**config.mk**
```make
export PLATFORM = sky130hd
export DESIGN_NAME = cp0_int
export DESIGN_NICKNAME = d
export VERILOG_FILES = /design/src/rtl/cp0_int.sv
export SDC_FILE = /design/constraint.sdc
export NUM_CORES = 1
export LEC_CHECK = 0
export CAP_MARGIN = 40
export CELL_PAD_IN_SITES_DETAIL_PLACEMENT = 1
export CELL_PAD_IN_SITES_GLOBAL_PLACEMENT = 2
export CORE_MARGIN = 5
export CORE_UTILIZATION = 20
export DETAILED_ROUTE_END_ITERATION = 12
export GPL_ROUTABILITY_DRIVEN = 0
export HOLD_SLACK_MARGIN = 0.08
export MAX_ROUTING_LAYER = met4
export PLACE_DENSITY_LB_ADDON = 0.2
export SYNTH_ARGS = -nofsm -noshare
export SYNTH_HDL_FRONTEND = slang
export SYNTH_SLANG_ARGS = --single-unit
```
**constraint.sdc**
```tcl
create_clock -name clk -period 1.9 [get_ports clk]
set_input_delay 0.38 -clock clk [delete_from_list [all_inputs] [get_ports clk]]
set_output_delay 0.38 -clock clk [all_outputs]
set_load 0.02 [all_outputs]
```
**src/rtl/cp0_int.sv**
```systemverilog
// cp0_int - MIPS coprocessor-0 interrupt block.
//
// Receives the device interrupt lines HWInt[7:2] and holds SR, Cause, EPC
// and PRId. It raises IntReq when an enabled line is pending. It saves the
// resume PC on interrupt entry and serves mfc0/mtc0/eret.
//
// Ports:
//   clk     in   1  system clock, rising edge
//   rst     in   1  synchronous reset, active-high
//   PC      in  30  resume word address (PC[31:2])
//   DIn     in  32  mtc0 write data
//   HWInt   in   6  interrupt lines [7:2], level-sensitive, active-high
//   Sel     in   5  CP0 register number (12 SR, 13 Cause, 14 EPC, 15 PRId)
//   Wen     in   1  mtc0 write enable
//   EXLSet  in   1  interrupt entry strobe
//   EXLClr  in   1  eret strobe
//   IntReq  out  1  interrupt request to the controller
//   EPC     out 30  saved resume address [31:2]
//   DOut    out 32  mfc0 read data (pre-edge register contents)
module cp0_int #(
  parameter logic [31:0] PRID = 32'h0000_0C05
) (
  input  logic        clk,
  input  logic        rst,
  input  logic [29:0] PC,
  input  logic [31:0] DIn,
  input  logic [5:0]  HWInt,
  input  logic [4:0]  Sel,
  input  logic        Wen,
  input  logic        EXLSet,
  input  logic        EXLClr,
  output logic        IntReq,
  output logic [29:0] EPC,
  output logic [31:0] DOut
);

  localparam logic [4:0] SEL_SR    = 5'd12;
  localparam logic [4:0] SEL_CAUSE = 5'd13;
  localparam logic [4:0] SEL_EPC   = 5'd14;
  localparam logic [4:0] SEL_PRID  = 5'd15;

  logic [5:0]  r_im;
  logic        r_exl;
  logic        r_ie;
  logic [5:0]  r_ip;
  logic [29:0] r_epc;

  logic w_sr_wr;
  logic w_epc_wr;

  assign w_sr_wr  = Wen && (Sel == SEL_SR);
  assign w_epc_wr = Wen && (Sel == SEL_EPC);

  always_ff @(posedge clk) begin
    if (rst) begin
      r_im  <= 6'd0;
      r_exl <= 1'b0;
      r_ie  <= 1'b0;
      r_ip  <= 6'd0;
      r_epc <= 30'd0;
    end else begin
      // Cause.IP is only a delayed view of the lines, used for reads.
      r_ip <= HWInt;

      // IM/IE follow an SR write even during interrupt entry.
      if (w_sr_wr) begin
        r_im <= DIn[15:10];
        r_ie <= DIn[0];
      end

      // Entry wins over eret, which wins over a software write.
      if (EXLSet) begin
        r_exl <= 1'b1;
      end else if (EXLClr) begin
        r_exl <= 1'b0;
      end else if (w_sr_wr) begin
        r_exl <= DIn[1];
      end

      // The hardware-saved PC wins over an mtc0 to EPC in the same cycle.
      if (EXLSet) begin
        r_epc <= PC;
      end else if (w_epc_wr) begin
        r_epc <= DIn[31:2];
      end
    end
  end

  // Uses live HWInt rather than IP so a line reaches the pipeline with no delay.
  assign IntReq = (|(HWInt & r_im)) & r_ie & ~r_exl;
  assign EPC    = r_epc;

  always_comb begin
    DOut = 32'h0;
    case (Sel)
      SEL_SR:    DOut = {16'h0, r_im, 8'h0, r_exl, r_ie};
      SEL_CAUSE: DOut = {16'h0, r_ip, 10'h0};
      SEL_EPC:   DOut = {r_epc, 2'b00};
      SEL_PRID:  DOut = PRID;
      default:   DOut = 32'h0;
    endcase
  end

endmodule

```
==> impl_metrics.toml <==
[die]
fp.coreArea_mm2 = 0.0121
floorplan.rows = 40
floorplan.die.width_um = 122
ioPinCount = 141
initial_utilization = 0.206
die_h_um = 122
design.die.area_mm2 = 0.0148

[route]
drt-pass1-iter-count = 4
drt_drc_violations_left = 0
vias_per_cell = 4.71
vias = 2835
drt.antenna.violating_nets = 0
highest-signal-layer = "met4"
routed-wl-met3_um = 431
wl_per_cell_um = 19.1
drt-total-wl_mm = 11.5
met2RoutedLength_mm = 5.78
met1_length_mm = 5.13
drtIter0Drc = 105

[critical_path]
cp_data_required_time_ns = 1.52
worst-r2r-cell-count = 2
reg2reg_to = "EPC[12]"
r2r-start = "EPC[12]"
worstSetupEndpoint = "IntReq"
worst-path-max-fanout = 2
critPathSlowestCell = "clkdlybuf4s50_1"
crit_type = "input pin to output pin"
critPathLaunchType = "input pin"
critical_path.max_stage_delay_ns = 0.50
worstSetupStartpoint = "HWInt[0]"
cp.arrival_ns = 1.45
worst_setup_path_end_kind = "output pin"
timing.critical_path.cells = "clkdlybuf4s50_1 > a22oi_1 > a311oi_1 > buf_2"
rrSetupSlack_ns = 1.02

[hold_path]
holdPathStages = 2
hp-class = "register to register"
worstHoldStart = "r_ie"

[timing]
rsz_0062_raised_after_global_routing = "no"
actual_transition_at_the_worst_max_transition_pin_ns = 0.457
hold_ws_ns = 0.495
report.final.hold_viol_count = 0
tns_ns = 0
worst_slew_margin_rel = 0.695
final_min_period_over_clock_period = 0.962
clock.fmax_ghz = 0.547
final.setup_skew_ns = 0
slew_violations = 0
setup_violations = 0
min_period_ns = 1.83

[power_and_ir_drop]
pwr_density_cell_mw_per_mm2 = 609
p_leak_nw = 1.60
ir_drop_v = 0.000379

[clock_tree]
clk-insertion-delay-late_ns = 0.28
path_clk_slew_ns = 0.06
holdBufCountCts = 0
cts_max_level = 2
clock_tree_from_tritoncts = "built"
clock-root-buffer = "clkbuf_16"
clock_tree.buffer_depth = 2
clkSinkCount = 44
cts_made_buffers = 5

[logic_synthesis]
yosys_warnings = 0
mappedNetlistNets = 374
synthArstFlopShare = 0
ys_seq_area_frac = 0.353
synth_register_bits = 44
synth.top_cell.area_share = 0.353
syn_area_mm2 = 0.00250
postSynthAreaPerCell_um2 = 8.44
post_synth_inst_count = 296
ys.flop_type = "dfxtp_1"
yosysTopAreaCell = "dfxtp_1"
post_synth_main_area_contributors = "dfxtp_1, nor4_1, nor2b_1"
count_of_flip_flops_with_a_built_in_enable_after_synthesis = 0
synth_cell_type_count = 30

[grt]
grt.overflow.total = 0
grt_antenna_before_repair = 0
maximum_number_of_pins_on_one_net_before_global_route_repair = 92
vias_in_the_first_global_route = 3125
global_route_wire_length_before_repair_mm = 17.9
gr_util_all_layers = 0.160

[final_layout]
layout_commonest_cell = "clkdlybuf4s50_1"
layout.cells.most_common_list = "clkdlybuf4s50_1, nor4_1, dfxtp_1, nor2b_1, a211oi_1"
post_route_cells_drive_above_1_share = 0.256
diodes = 0
areaGrowthSynthToFinish_pct = 79.7
nNetsFinal = 511

[run_status]
status = "complete, no violations"

[run]
max_cap_viol_count = 0

[placed_design]
half_perimeter_wire_length_after_detailed_placement_mm = 7.81
port-buffer-count = 140
registers in the layout, summed over array words and instances, names as in the netlist:
signal / cells
r_exl: 1
EPC: 30
r_ie: 1
r_im: 6
r_ip: 6
cells by family after synthesis:
logic type	count (synthesis)	share of synthesized area
AO/OA/AOI/OAI	57	0.157
buffers and inverters	37	0.0726
AND/OR/NAND/NOR	154	0.402
multiplexers	4	0.0160
flip-flops	44	0.353
synthesized netlist by cell type (2+ instances only):
cell type  instances
a211oi_1          32
nor4_2            12
a21oi_1            8
a22oi_1            3
nor2_1             9
a2bb2oi_1          4
nor3_1             2
nor4_1            48
clkbuf_2           2
clkbuf_1          15
nand2_1            3
dfxtp_1           44
and2_1            23
nor3b_1            2
nand3_1            9
o21ai_0            9
mux2i_1            4
buf_6              2
nand2b_1           2
buf_4              2
nor2b_1           39
buf_2             14
worst min-delay path by stage:
| stage | end | slack [ns] |
|---|---|---|
| 2_1_floorplan | r_im[0] | 0.46 |
| 3_3_place_gp | r_ie | 0.48 |
| 3_5_place_dp | r_ie | 0.49 |
| 4_1_cts | r_ie | 0.50 |
| 5_1_grt | r_ie | 0.53 |
| 6_report | r_ie | 0.49 |
layer usage:
layer	GRT usage	up-vias
li1	-	1384
met1	0.200	1373
met2	0.271	68
met3	0.0237	10
met4	0.0399	0
met5	-	-
metrics by stage:
step	utilization	setup WS [ns]	cells	area, µm²	total power (W)
2_1_floorplan	-	0.192	296	2500	0.00130
3_3_place_gp	0.340	-0.690	585	4120	0.00165
3_5_place_dp	0.340	-0.693	585	4120	0.00166
4_1_cts	0.368	0.0145	602	4450	0.00277
5_1_grt	0.371	0.00394	602	4490	0.00285
6_report	0.371	0.0718	602	4490	0.00274
timing repair:
action / CTS / global route
pin swaps: 3 / 3
gates cloned: 3 / 0
resized for setup: 197 / 22
setup buffers: 6 / 0
endpoints found under the setup margin: 35 / 26
power by group:
part           leakage (nW)  switching, W  internal [W]
combinational          1.14      0.000291      0.000346
sequential            0.364     0.0000465      0.000978
clock                0.0901      0.000381      0.000693
layout make-up:
class,count,area (µm²)
repair buffers,166,1670
clock buffers,7,153
flip-flops and latches,44,881
well taps,168,210
multi-input cells,215,1540
inverters,1,3.75
fillers,1443,7620
clock inverters,1,30.0
critical path: cells and delay by family:
kind | cells | cell delay (ns)
buf+inv | 2 | 0.71
compound gates | 2 | 0.36
Note: power is estimated with default switching activity, not from simulation.
==> RTL edit (same flow settings) <==
Reset style: asynchronous (`rst`), changed in one clocked block. Comments in the files are not updated.
--- a/src/rtl/cp0_int.sv
+++ b/src/rtl/cp0_int.sv
@@ -53,3 +53,3 @@
 
-  always_ff @(posedge clk) begin
+  always_ff @(posedge clk or posedge rst) begin
     if (rst) begin
Formal check against the unedited RTL: differs if rst is asserted again (counterexample within 4 cycles, from zero or initial values and one cycle with rst high); with rst held inactive, the same outputs for 10 cycles.
==> RTL edit against the original RTL <==
  * Synthesized area down 6.2%
  * Routed wire length is 14% lower
  * Power fell by 1.5%
  * Worst setup slack got worse by 0.062 ns
  * Register-to-register slack worse by 0.15 ns
  * Final area is 9.0% lower
  * Global-route usage decreased by 1.6 points
  * Sequential cell count unchanged
  * Critical path type unchanged
  * Critical endpoint is now DOut[12]
  * Largest power group is now registers
  * Highest routed layer unchanged
==> RTL edit: results (changes against the original RTL) <==
- The routed length per placed instance was 17.98 µm (-6.0%).
- The number of nets in the layout is 486 (-4.9%).
- The pin count of the biggest net entering global routing came to 61 (-34%).
- The depth of the worst hold-timing path is 1 (-1).
- The most critical setup path has its startpoint at Sel[1].
- The number of instances in the placed design is 542 (-7.4%).
- The net count after synthesis is 343 (-8.3%).
- In this run the most critical hold path is launched from HWInt[4].
- The share of flip-flops with an asynchronous set or reset came to 100.0% (+100 points).
- The leakage component of the power is 0.001718 µW (+7.4%).
- The maximum fanout encountered on the critical timing path came to 6 (+4).
- After synthesis, the cell types taking the most area are sky130_fd_sc_hd__dfrtp_1 47%, sky130_fd_sc_hd__a31oi_1 8.0%, sky130_fd_sc_hd__o21ai_0 6.8%, sky130_fd_sc_hd__nand3_1 6.4%, sky130_fd_sc_hd__nor2_1 6.2%.
- The fraction of layout instances using a drive strength above 1 is 19.07% (-6.5 points).
- The setup slack of the most critical reg-to-reg path is 0.87 ns (-0.15 ns).
- The worst path arrival time is 1.51 ns (+0.06 ns).
- The maximum VDD drop was 379.2 µV (about the same).
- The placed wire-length estimate is 7255 µm (-7.1%).
- The combined global-route utilization of all metal layers came to 14.33% (-1.6 points).
- The setup slack after placement came to -0.6992 ns (-0.005929 ns).
- The post-synthesis xor/xnor area fraction is 0% (unchanged).
- The first-pass GRT wire length is 15,960 µm (-11%).
- The fill cell total of the finished layout came to 1,368 (-5.2%).
- The number of distinct library cells after synthesis is 31 (+3.3%).
- The compound-cell area share of the yosys netlist is 18.53% (+2.9 points).
- The path class of the tightest hold or removal check is input port to flop.
- By count the netlist is led by 44 x sky130_fd_sc_hd__dfrtp_1, 39 x sky130_fd_sc_hd__nor2_1, 32 x sky130_fd_sc_hd__o21ai_0.
- The cell with the most instances after synthesis is sky130_fd_sc_hd__dfrtp_1.
- The run finished with clean final reports.
- The count of mapped cells out of synthesis is 265 (-10%).
- The prevailing post-synth register cell is sky130_fd_sc_hd__dfrtp_1.
- The endpoint identified for the worst register-to-register timing path is r_exl.
- The proportion of total power due to net switching is 27.99% (+1.7 points).
- The number of global-route vias before repair is 2,799 (-10%).
- The number of buffers between clock root and the deepest sink is 2 (unchanged).
- The iteration-0 DRC count of the detailed router is 82 (-22%).
- The worst register-to-register path begins at r_exl.
- The sequential area share after synthesis is 46.98% (+12 points).
-- RTL edit: layout make-up --
| class | instances | area [µm²] | share of cell area [%] |
|---|---|---|---|
| clock buffers | 8 | 146.4 | 3.582 |
| inverters | 3 | 11.26 | 0.2756 |
| multi-input cells | 194 | 1175 | 28.75 |
| flip-flops and latches | 44 | 1101 | 26.94 |
| well taps | 143 | 178.9 | 4.378 |
| repair buffers | 160 | 1474 | 36.07 |
-- RTL edit: logic make-up (layout without fill, tap and decap cells) --
group	count (synthesis)	count (layout)
buffers and inverters	27	171
muxes	11	11
DFF	44	44
and+or+nand+nor	110	110
AOI/OAI and AO/OA	73	73
-- RTL edit: how the worst max path moves through the flow --
| stage | end | slack, ns |
|---|---|---|
| 6_report | DOut[12] | 0.01 |
| 5_1_grt | DOut[12] | -0.04 |
| 4_1_cts | DOut[14] | 0.005 |
| 3_5_place_dp | DOut[15] | -0.70 |
| 3_3_place_gp | DOut[15] | -0.67 |
| 2_1_floorplan | DOut[10] | 0.21 |
-- RTL edit: per-stage QoR --
| step | area, µm² | hold WS (ns) | setup TNS, ns | utilization (%) |
|---|---|---|---|---|
| floorplan | 2344 | 0.4114 | 0 | - |
| global placement | 3990 | 0.5096 | -21.22 | 34.80 |
| detailed placement | 3990 | 0.5173 | -23.06 | 34.80 |
| CTS | 4045 | 0.4635 | 0 | 35.28 |
| global route | 4086 | 0.2563 | -0.07700 | 35.64 |
| finish | 4086 | 0.2536 | 0 | 35.64 |
-- RTL edit: routing by layer --
layer / vias to the layer above / global-route usage, % / share of wire (%)
met1: 1239 / 18.67 / 47
li1: 1227 / - / -
met5: - / - / 0
met2: 95 / 23.21 / 47
met4: 0 / 2.151 / 0.49
met3: 4 / 3.391 / 5.8
-- RTL edit: repair_timing --
action,CTS,global route
pin swaps,1,2
buffers inserted,1,0
gates resized for setup,151,13
gates cloned,1,0
hold buffers,0,0
setup endpoints to repair,33,5
-- RTL edit: power by group through the flow --
stage | clock, µW | sequential [µW] | combinational (µW)
floorplan | 0 | 1180 | 235
global placement | 0 | 1130 | 702
detailed placement | 0 | 1130 | 708
CTS | 915 | 1120 | 708
global route | 960 | 1130 | 766
finish | 872 | 1120 | 708
-- RTL edit: critical path, stage by stage --
cell and delay [ns]:
sky130_fd_sc_hd__dlygate4sd2_1 0.27, sky130_fd_sc_hd__buf_4 0.14, sky130_fd_sc_hd__and2b_2 0.25, sky130_fd_sc_hd__a2bb2oi_2 0.16, sky130_fd_sc_hd__nor2_1 0.05, sky130_fd_sc_hd__clkdlybuf4s15_2 0.25
